<file path="src/rtl/risc16_pkg.sv">
`default_nettype none
// ============================================================================
//  Module   : risc16_pkg
//  Purpose  : Opcodes, sequencer states and datapath select encodings shared
//             by the RISC-16 sequencer, ALU, register-file mux and PC mux.
//  Revision : 1.0  initial release
// ============================================================================
package risc16_pkg;

    localparam logic [2:0] OP_ADD  = 3'd0;
    localparam logic [2:0] OP_ADDI = 3'd1;
    localparam logic [2:0] OP_NAND = 3'd2;
    localparam logic [2:0] OP_LUI  = 3'd3;
    localparam logic [2:0] OP_SW   = 3'd4;
    localparam logic [2:0] OP_LW   = 3'd5;
    localparam logic [2:0] OP_BEQ  = 3'd6;
    localparam logic [2:0] OP_JALR = 3'd7;

    typedef enum logic [2:0] {
        S_RST    = 3'd0,
        S_FETCH  = 3'd1,
        S_DECODE = 3'd2,
        S_EXEC   = 3'd3,
        S_MEM    = 3'd4,
        S_WB     = 3'd5,
        S_HALT   = 3'd6,
        S_FAULT  = 3'd7
    } state_t;

    localparam logic [1:0] ALU_ADD    = 2'd0;
    localparam logic [1:0] ALU_NAND   = 2'd1;
    localparam logic [1:0] ALU_PASS_B = 2'd2;
    localparam logic [1:0] ALU_SUB    = 2'd3;

    localparam logic [1:0] WSRC_ALU = 2'd0;
    localparam logic [1:0] WSRC_MDR = 2'd1;
    localparam logic [1:0] WSRC_PC1 = 2'd2;
    localparam logic [1:0] WSRC_LUI = 2'd3;

    localparam logic [1:0] PC_INC = 2'd0;
    localparam logic [1:0] PC_BR  = 2'd1;
    localparam logic [1:0] PC_REG = 2'd2;

    // Only stores and branches leave the register file untouched.
    function automatic logic writes_gpr(input logic [2:0] op);
        return (op != OP_SW) && (op != OP_BEQ);
    endfunction

endpackage
`default_nettype wire

</file>
<file path="src/rtl/risc16_wdog.sv">
`default_nettype none
// ============================================================================
//  Module   : risc16_wdog
//  Purpose  : Memory-wait watchdog; flags the cycle in which the count of
//             unacknowledged request cycles reaches TIMEOUT.
//  Revision : 1.0  initial release
// ============================================================================
module risc16_wdog #(
    parameter int TIMEOUT = 255,
    parameter int TW      = 8
) (
    input  logic clk,
    input  logic rst,
    input  logic clr,
    input  logic inc,
    output logic expired
);

    localparam logic [TW-1:0] LAST = TW'(TIMEOUT - 1);

    logic [TW-1:0] cnt_q;
    logic [TW-1:0] cnt_d;

    // clr dominates inc, so an ack on the final wait cycle never expires.
    assign expired = inc && !clr && (cnt_q == LAST);

    always_comb begin
        cnt_d = cnt_q;
        if (clr) begin
            cnt_d = '0;
        end else if (inc) begin
            cnt_d = cnt_q + 1'b1;
        end
    end

    always_ff @(posedge clk) begin
        if (rst) begin
            cnt_q <= '0;
        end else begin
            cnt_q <= cnt_d;
        end
    end

endmodule
`default_nettype wire

</file>
<file path="src/rtl/risc16_seq.sv">
`default_nettype none
// ============================================================================
//  Module   : risc16_seq
//  Purpose  : Multi-cycle FETCH/DECODE/EXEC/MEM/WB control sequencer for the
//             RISC-16 core with a watchdog on every memory handshake.
//  Revision : 1.0  initial release
// ============================================================================
module risc16_seq
    import risc16_pkg::*;
#(
    parameter int TIMEOUT = 255,
    parameter int TW      = 8
) (
    input  logic        clk,
    input  logic        rst,
    input  logic [15:0] ir,
    input  logic        mem_ack,
    input  logic        alu_zero,
    output logic        mem_req,
    output logic        mem_we,
    output logic        mem_addr_sel,
    output logic        ir_load,
    output logic        mdr_load,
    output logic [1:0]  alu_op,
    output logic        alu_bsel,
    output logic        gpr_write_en,
    output logic [1:0]  gpr_wsrc,
    output logic        pc_load,
    output logic [1:0]  pc_src,
    output logic        halted,
    output logic        bus_err
);

    state_t      state_q;
    state_t      state_d;
    logic        zero_q;
    logic [2:0]  w_op;
    logic [2:0]  w_ra;
    logic [6:0]  w_imm7;
    logic        w_waiting;
    logic        w_expired;
    logic        w_unused_ir;

    assign w_op        = ir[15:13];
    assign w_ra        = ir[12:10];
    assign w_imm7      = ir[6:0];
    assign w_unused_ir = ^ir[9:7];

    assign w_waiting = (state_q == S_FETCH) || (state_q == S_MEM);

    risc16_wdog #(
        .TIMEOUT (TIMEOUT),
        .TW      (TW)
    ) u_wdog (
        .clk     (clk),
        .rst     (rst),
        .clr     (!w_waiting || mem_ack),
        .inc     (w_waiting && !mem_ack),
        .expired (w_expired)
    );

    always_ff @(posedge clk) begin
        if (rst) begin
            state_q <= S_RST;
            zero_q  <= 1'b0;
        end else begin
            state_q <= state_d;
            if (state_q == S_EXEC) begin
                zero_q <= alu_zero;
            end
        end
    end

    always_comb begin
        state_d      = state_q;
        mem_req      = 1'b0;
        mem_we       = 1'b0;
        mem_addr_sel = 1'b0;
        ir_load      = 1'b0;
        mdr_load     = 1'b0;
        alu_op       = ALU_ADD;
        alu_bsel     = 1'b0;
        gpr_write_en = 1'b0;
        gpr_wsrc     = WSRC_ALU;
        pc_load      = 1'b0;
        pc_src       = PC_INC;
        halted       = 1'b0;
        bus_err      = 1'b0;

        case (state_q)
            S_RST: state_d = S_FETCH;
            S_FETCH: begin
                mem_req = 1'b1;
                ir_load = mem_ack;
                if (mem_ack)        state_d = S_DECODE;
                else if (w_expired) state_d = S_FAULT;
            end
            S_DECODE: state_d = S_EXEC;
            S_EXEC: begin
                case (w_op)
                    OP_ADDI, OP_LW, OP_SW: alu_bsel = 1'b1;
                    OP_NAND:               alu_op   = ALU_NAND;
                    OP_LUI:                alu_op   = ALU_PASS_B;
                    OP_BEQ:                alu_op   = ALU_SUB;
                    default: ;
                endcase
                if (w_op == OP_LW || w_op == OP_SW)        state_d = S_MEM;
                else if (w_op == OP_JALR && w_imm7 != '0)  state_d = S_HALT;
                else                                       state_d = S_WB;
            end
            S_MEM: begin
                mem_req      = 1'b1;
                mem_addr_sel = 1'b1;
                mem_we       = (w_op == OP_SW);
                mdr_load     = (w_op == OP_LW) && mem_ack;
                if (mem_ack)        state_d = S_WB;
                else if (w_expired) state_d = S_FAULT;
            end
            S_WB: begin
                pc_load = 1'b1;
                if (w_op == OP_BEQ && zero_q) pc_src = PC_BR;
                else if (w_op == OP_JALR)     pc_src = PC_REG;
                case (w_op)
                    OP_LW:   gpr_wsrc = WSRC_MDR;
                    OP_JALR: gpr_wsrc = WSRC_PC1;
                    OP_LUI:  gpr_wsrc = WSRC_LUI;
                    default: ;
                endcase
                gpr_write_en = writes_gpr(w_op) && (w_ra != 3'd0);
                state_d      = S_FETCH;
            end
            S_HALT:  halted  = 1'b1;
            S_FAULT: bus_err = 1'b1;
            default: state_d = S_RST;
        endcase
    end

endmodule
`default_nettype wire

</file>
<file path="config.mk">
export PLATFORM = sky130hd
export DESIGN_NAME = risc16_seq
export DESIGN_NICKNAME = d
export VERILOG_FILES = /design/src/rtl/risc16_pkg.sv /design/src/rtl/risc16_wdog.sv /design/src/rtl/risc16_seq.sv
export SDC_FILE = /design/constraint.sdc
export NUM_CORES = 1
export LEC_CHECK = 0
export ABC_AREA = 1
export CAP_MARGIN = 40
export CORE_MARGIN = 5
export CORE_UTILIZATION = 40
export DETAILED_ROUTE_END_ITERATION = 8
export PLACE_DENSITY_LB_ADDON = 0.3
export SLEW_MARGIN = 30
export SYNTH_ARGS = -nofsm -noshare
export SYNTH_HDL_FRONTEND = slang
export SYNTH_SLANG_ARGS = --single-unit
</file>
<file path="constraint.sdc">
create_clock -name clk -period 1.4 [get_ports clk]
set_input_delay 0.14 -clock clk [delete_from_list [all_inputs] [get_ports clk]]
set_output_delay 0.14 -clock clk [all_outputs]
set_load 0.1 [all_outputs]
</file>
======== Word-level counts from Yosys, hierarchy flattened ========
Cells that the tools add are included.
word-level totals
  register bits ........................... 12
  output and inout bits ................... 16
  word-level logic and storage cells ...... 67
cells by class
  add/subtract/negate cells ............... 1
  equality and inequality tests ........... 17
  multiplexer cells ....................... 24
  reductions and logical operators ........ 22
operators with widths
  operator                                             count
  equality test 3 bit, second input constant           8
  one-hot mux 3 bit (5 select lines)                   1
  two-way mux 2 bit                                    7
  equality test 3 x 2 -> 1 bit, second input constant  4
  one-hot mux 2 bit (3 select lines)                   2
  two-way mux 1 bit                                    11
  two-way mux 3 bit                                    3
  adder 8 x 1 -> 8 bit, second input constant          1
  equality test 8 bit, second input constant           1
  logical AND 1 bit                                    8
  nonzero test 7 bit                                   1
  equality test 3 x 1 -> 1 bit, second input constant  2
  != test 3 bit, second input constant                 2
  OR reduction 2 bit                                   3
  nonzero test 5 bit                                   1
  logical NOT 1 bit                                    3
  logical NOT 3 bit                                    1
  logical OR 1 bit                                     3
  nonzero test 3 bit                                   1
  OR reduction 3 bit                                   1

======== Logic depth before layout (Yosys ltp) ========
  depth in word-level cells ............... 10
  gate-level depth with buffers ........... 10
  mapped depth without buffers ............ 10

======== By module ========
Synthesis repeated with hierarchy kept, for this count alone.
second synthesis, totals
  cell total of the unflattened synthesis .. 142
  area, all modules ....................... 863.3 µm²
by module, submodules not included
  module       instances  cells an instance  area each (µm²)  sequential area each (µm²)
  risc16_seq   1          87                 452.9            80.1
  risc16_wdog  1          55                 410.4            160.2

======== Worst setup path before layout ========
OpenSTA, ideal clock, no wires.
  kind .................................... reg-to-output
  from .................................... reg state_q[2]
  to ...................................... out mem_we
  arrival ................................. 3.417 ns
  required time ........................... 1.260 ns
  slack ................................... -2.157 ns
  stages on the path, launching flop included .. 3
  path buffers ............................ 0
  path through ............................ dfxtp_1 > nand3_4 > nor4_1
on the way
  cells in the longest elaborated chain, start to end .. 2
RTL lines
  element                 line              source
  from (decl)             risc16_seq.sv:34  state_t state_q;
  from (signal assigned)  risc16_seq.sv:67  state_q <= state_d;
  equality test 3 bit     risc16_seq.sv:90  case (state_q)
  two-way mux 1 bit       risc16_seq.sv:90
  to (decl)               risc16_seq.sv:20  output logic mem_we,
No other way between the ends.

======== Worst setup path after layout ========
  from .................................... reg state_q[0]
  to ...................................... out pc_src[0]
on the way
  cells in the longest elaborated chain, start to end .. 2
RTL lines
  element              line              source
  equality test 3 bit  risc16_seq.sv:90
  two-way mux 2 bit    risc16_seq.sv:90
  to (decl)            risc16_seq.sv:29  output logic [1:0] pc_src,
No other way between the ends.

==> impl_metrics.tcl <==
set metrics [dict create \
    diodes_inserted 0 \
    post-route-period-util 1.13 \
    crit_cells 7 \
    setup.worst_path.end_class "primary output" \
    pin_count 36 \
    holdBufCountCts 0 \
    totalPowerFinal_w 0.00126 \
    ant_nets 0 \
    die_width_um 54.6 \
    grt_antenna_before_repair 0 \
    track_usage 0.248 \
    via_count 1207 \
    total_of_max_cap_violations 0 \
    die_y_um 54.6 \
    ys_warn_count 0 \
    grt_start_max_net_pins 9 \
    clk_latency_ns 0.29 \
    netlist_area_sq_um 797 \
    cp_num_buf_inv 3 \
    cts_tree "done" \
    pwr_density_cell_nw_per_um2 706 \
    smallest_hold_slack_ns 0.442 \
    synth_cell_type_count 24 \
    first_pass_iters 4 \
    portBuffers 32 \
    post_synth_main_area_contributors "dfxtp_1 (30%), nor2_1 (12%), nand2_1 (9.4%)" \
    synth_top_area_cell "dfxtp_1" \
    critical_path.top_delay_family "simple AND/OR/NAND/NOR gates" \
    timing.max_slew.rel_slack 0.740 \
    rsz0062_at_grt "yes" \
    fin_skew_ns 0.000312 \
    critical_path.endpoint "pc_src[0]" \
    first_iter_violations 43 \
    achievable-frequency_mhz 633 \
    worst_ep_required_time_ns 1.26 \
    vias_in_the_first_global_route 1054 \
    postSynthNetCount 141 \
    filler_cell_count 64 \
    period_minus_slack_ns 1.58 \
    status "complete, but fails checks" \
    detailed_place_hpwl_um 2050 \
    critPathMostFrequentCell "nor2_4" \
    route.detailed.vias_per_inst 5.89 \
    gpl.final_weighted_congestion 0.881 \
    worst_r2r_endpoint "state_q[1]" \
    ff2ff_path_depth 10 \
    setup_total_negative_slack_ns -1.65 \
    dieArea_sq_um 2980 \
    final-setup-viol-count 19 \
    critPathMaxFanout 5 \
    number_of_buffers_inserted_during_clock_tree_synthesis 3 \
    grt_first_pass_wirelength_um 5130 \
    p_leak_nw 0.744 \
    initial_core_util 0.415 \
    setup.worst_path.class "reg -> out" \
    irDropWorstVdd_mv 0.840 \
    path_clk_slew_ns 0.07 \
    r2r-start "state_q[0]" \
    cts.root.buffer_cell "clkbuf_4" \
    drv_slew 0 \
    synthMostInstantiatedCell "nor2_1" \
    syn_area_per_cell_sq_um 6.70 \
    min_setup_slack_post_route_ns -0.180 \
    worst_setup_sp_type "flip-flop" \
    globalRouteOverflowTotal 0 \
    remaining_drcs 0 \
    place_ws_ns -0.197 \
    synth_edf_count 0 \
    ratio_of_cells_with_drive_above_1_in_the_final_layout 0.494 \
    worst-r2r-setup-slack_ns -0.10 \
    cts_max_path_buffers 2 \
    hold_viol 0 \
    row_count 16 \
    flow.area_growth_from_synthesis_pct 124 \
    timing.critical_path.from "state_q[0]" \
    violations_in_the_final_reports "negative setup slack" \
    cts_sinks 12 \
    timing.critical_path.slowest_cell_delay_ns 0.39 \
    min_path_type "reg -> reg" \
    ys.flop_type "dfxtp_1" \
    critical_path_arrival_ns 1.44 \
    timing.critical_path.slowest_stage_cell "dfxtp_4" \
    post-synth-top-area-fraction 0.301 \
    ctsHtreeMaxLevel 1 \
    synth-seq-area-share 0.301 \
    synth.cells.most_frequent "nor2_1 (26), nand2_1 (20), inv_1 (14)" \
    asyncSetResetFlopFracSynth 0 \
    critical_path.cell_chain "inv_8 > nor2_4 > nand2_4 > clkinvlp_4 > nand2_2 > nor2_4 > buf_12" \
    post_synth_inst_count 119 \
    synth_seq_cells 12 \
    final_nets 201 \
    final_core_util 0.927 \
    timing_worst_slew_pin_value_ns 0.390 \
    detailed_route_wire_length_per_cell_um 21.7 \
    floorplan.core_area_sq_um 1920 \
    totalWireLength_um 4440 \
]
layout by cell type (no fill, tap or decap), types with 3 or more instances in the layout:
| cell | n |
|---|---|
| clkdlybuf4s50_1 | 13 |
| nand3_2 | 3 |
| nor2_1 | 18 |
| dfxtp_4 | 3 |
| buf_12 | 17 |
| clkbuf_4 | 3 |
| inv_2 | 3 |
| nand3_4 | 4 |
| nor2_4 | 8 |
| dfxtp_1 | 7 |
| nor3_4 | 4 |
| nand2_1 | 15 |
| inv_1 | 10 |
| buf_4 | 20 |
| nand3_1 | 5 |
| nand2_4 | 6 |
cell type report:
class / instances / area (sq um) / share of cell area
multi-input cells: 91 / 711 / 0.399
well taps: 27 / 33.8 / 0.0190
inverters: 16 / 73.8 / 0.0414
repair buffers: 55 / 673 / 0.378
flip-flops and latches: 12 / 254 / 0.143
clock buffers: 4 / 36.3 / 0.0204
registers in the layout, indices dropped and copies added, names as in the netlist:
register,count
state_q,3
u_wdog.cnt_q,8
zero_q,1
where the power goes:
part	leakage (nW)	internal, W	switching [W]
clock network	0.0210	0.000159	0.000129
registers	0.100	0.000358	0.0000286
logic	0.623	0.000235	0.000349
total	0.744	0.000751	0.000507
metrics by stage:
| step | instances | instance area [sq um] |
|---|---|---|
| after floorplan | 119 | 942 |
| after global placement | 186 | 1520 |
| after detailed placement | 186 | 1520 |
| after CTS | 198 | 1690 |
| after global routing | 205 | 1780 |
| final | 205 | 1780 |
metal layers:
metal,vias up,wire length [um],GRT usage
met2,78,2140,0.447
met1,589,1660,0.258
met5,-,0,0
met3,29,303,0.0490
li1,511,-,-
met4,0,343,0.154
kinds of logic after synthesis:
kind of cell | after synthesis | share of synthesized area
xor+xnor | 4 | 0.0440
compound gates | 11 | 0.0785
simple gates | 74 | 0.469
buf+inv | 16 | 0.0754
fa+ha+maj | 2 | 0.0314
flops | 12 | 0.301
timing repair:
item,CTS,global route
resized for setup,21,13
pin swaps,8,12
setup buffers,8,7
setup endpoints to repair,14,18
worst min-delay path by stage:
stage | start | to | depth (start not counted)
after global routing | u_wdog.cnt_q[0] | u_wdog.cnt_q[0] | 1
final | u_wdog.cnt_q[0] | u_wdog.cnt_q[0] | 1
after floorplan | rst | state_q[0] | 1
after global placement | u_wdog.cnt_q[0] | u_wdog.cnt_q[0] | 1
after CTS | rst | state_q[1] | 2
after detailed placement | u_wdog.cnt_q[0] | u_wdog.cnt_q[0] | 1
No activity file was read; power rests on OpenSTA's default activity.
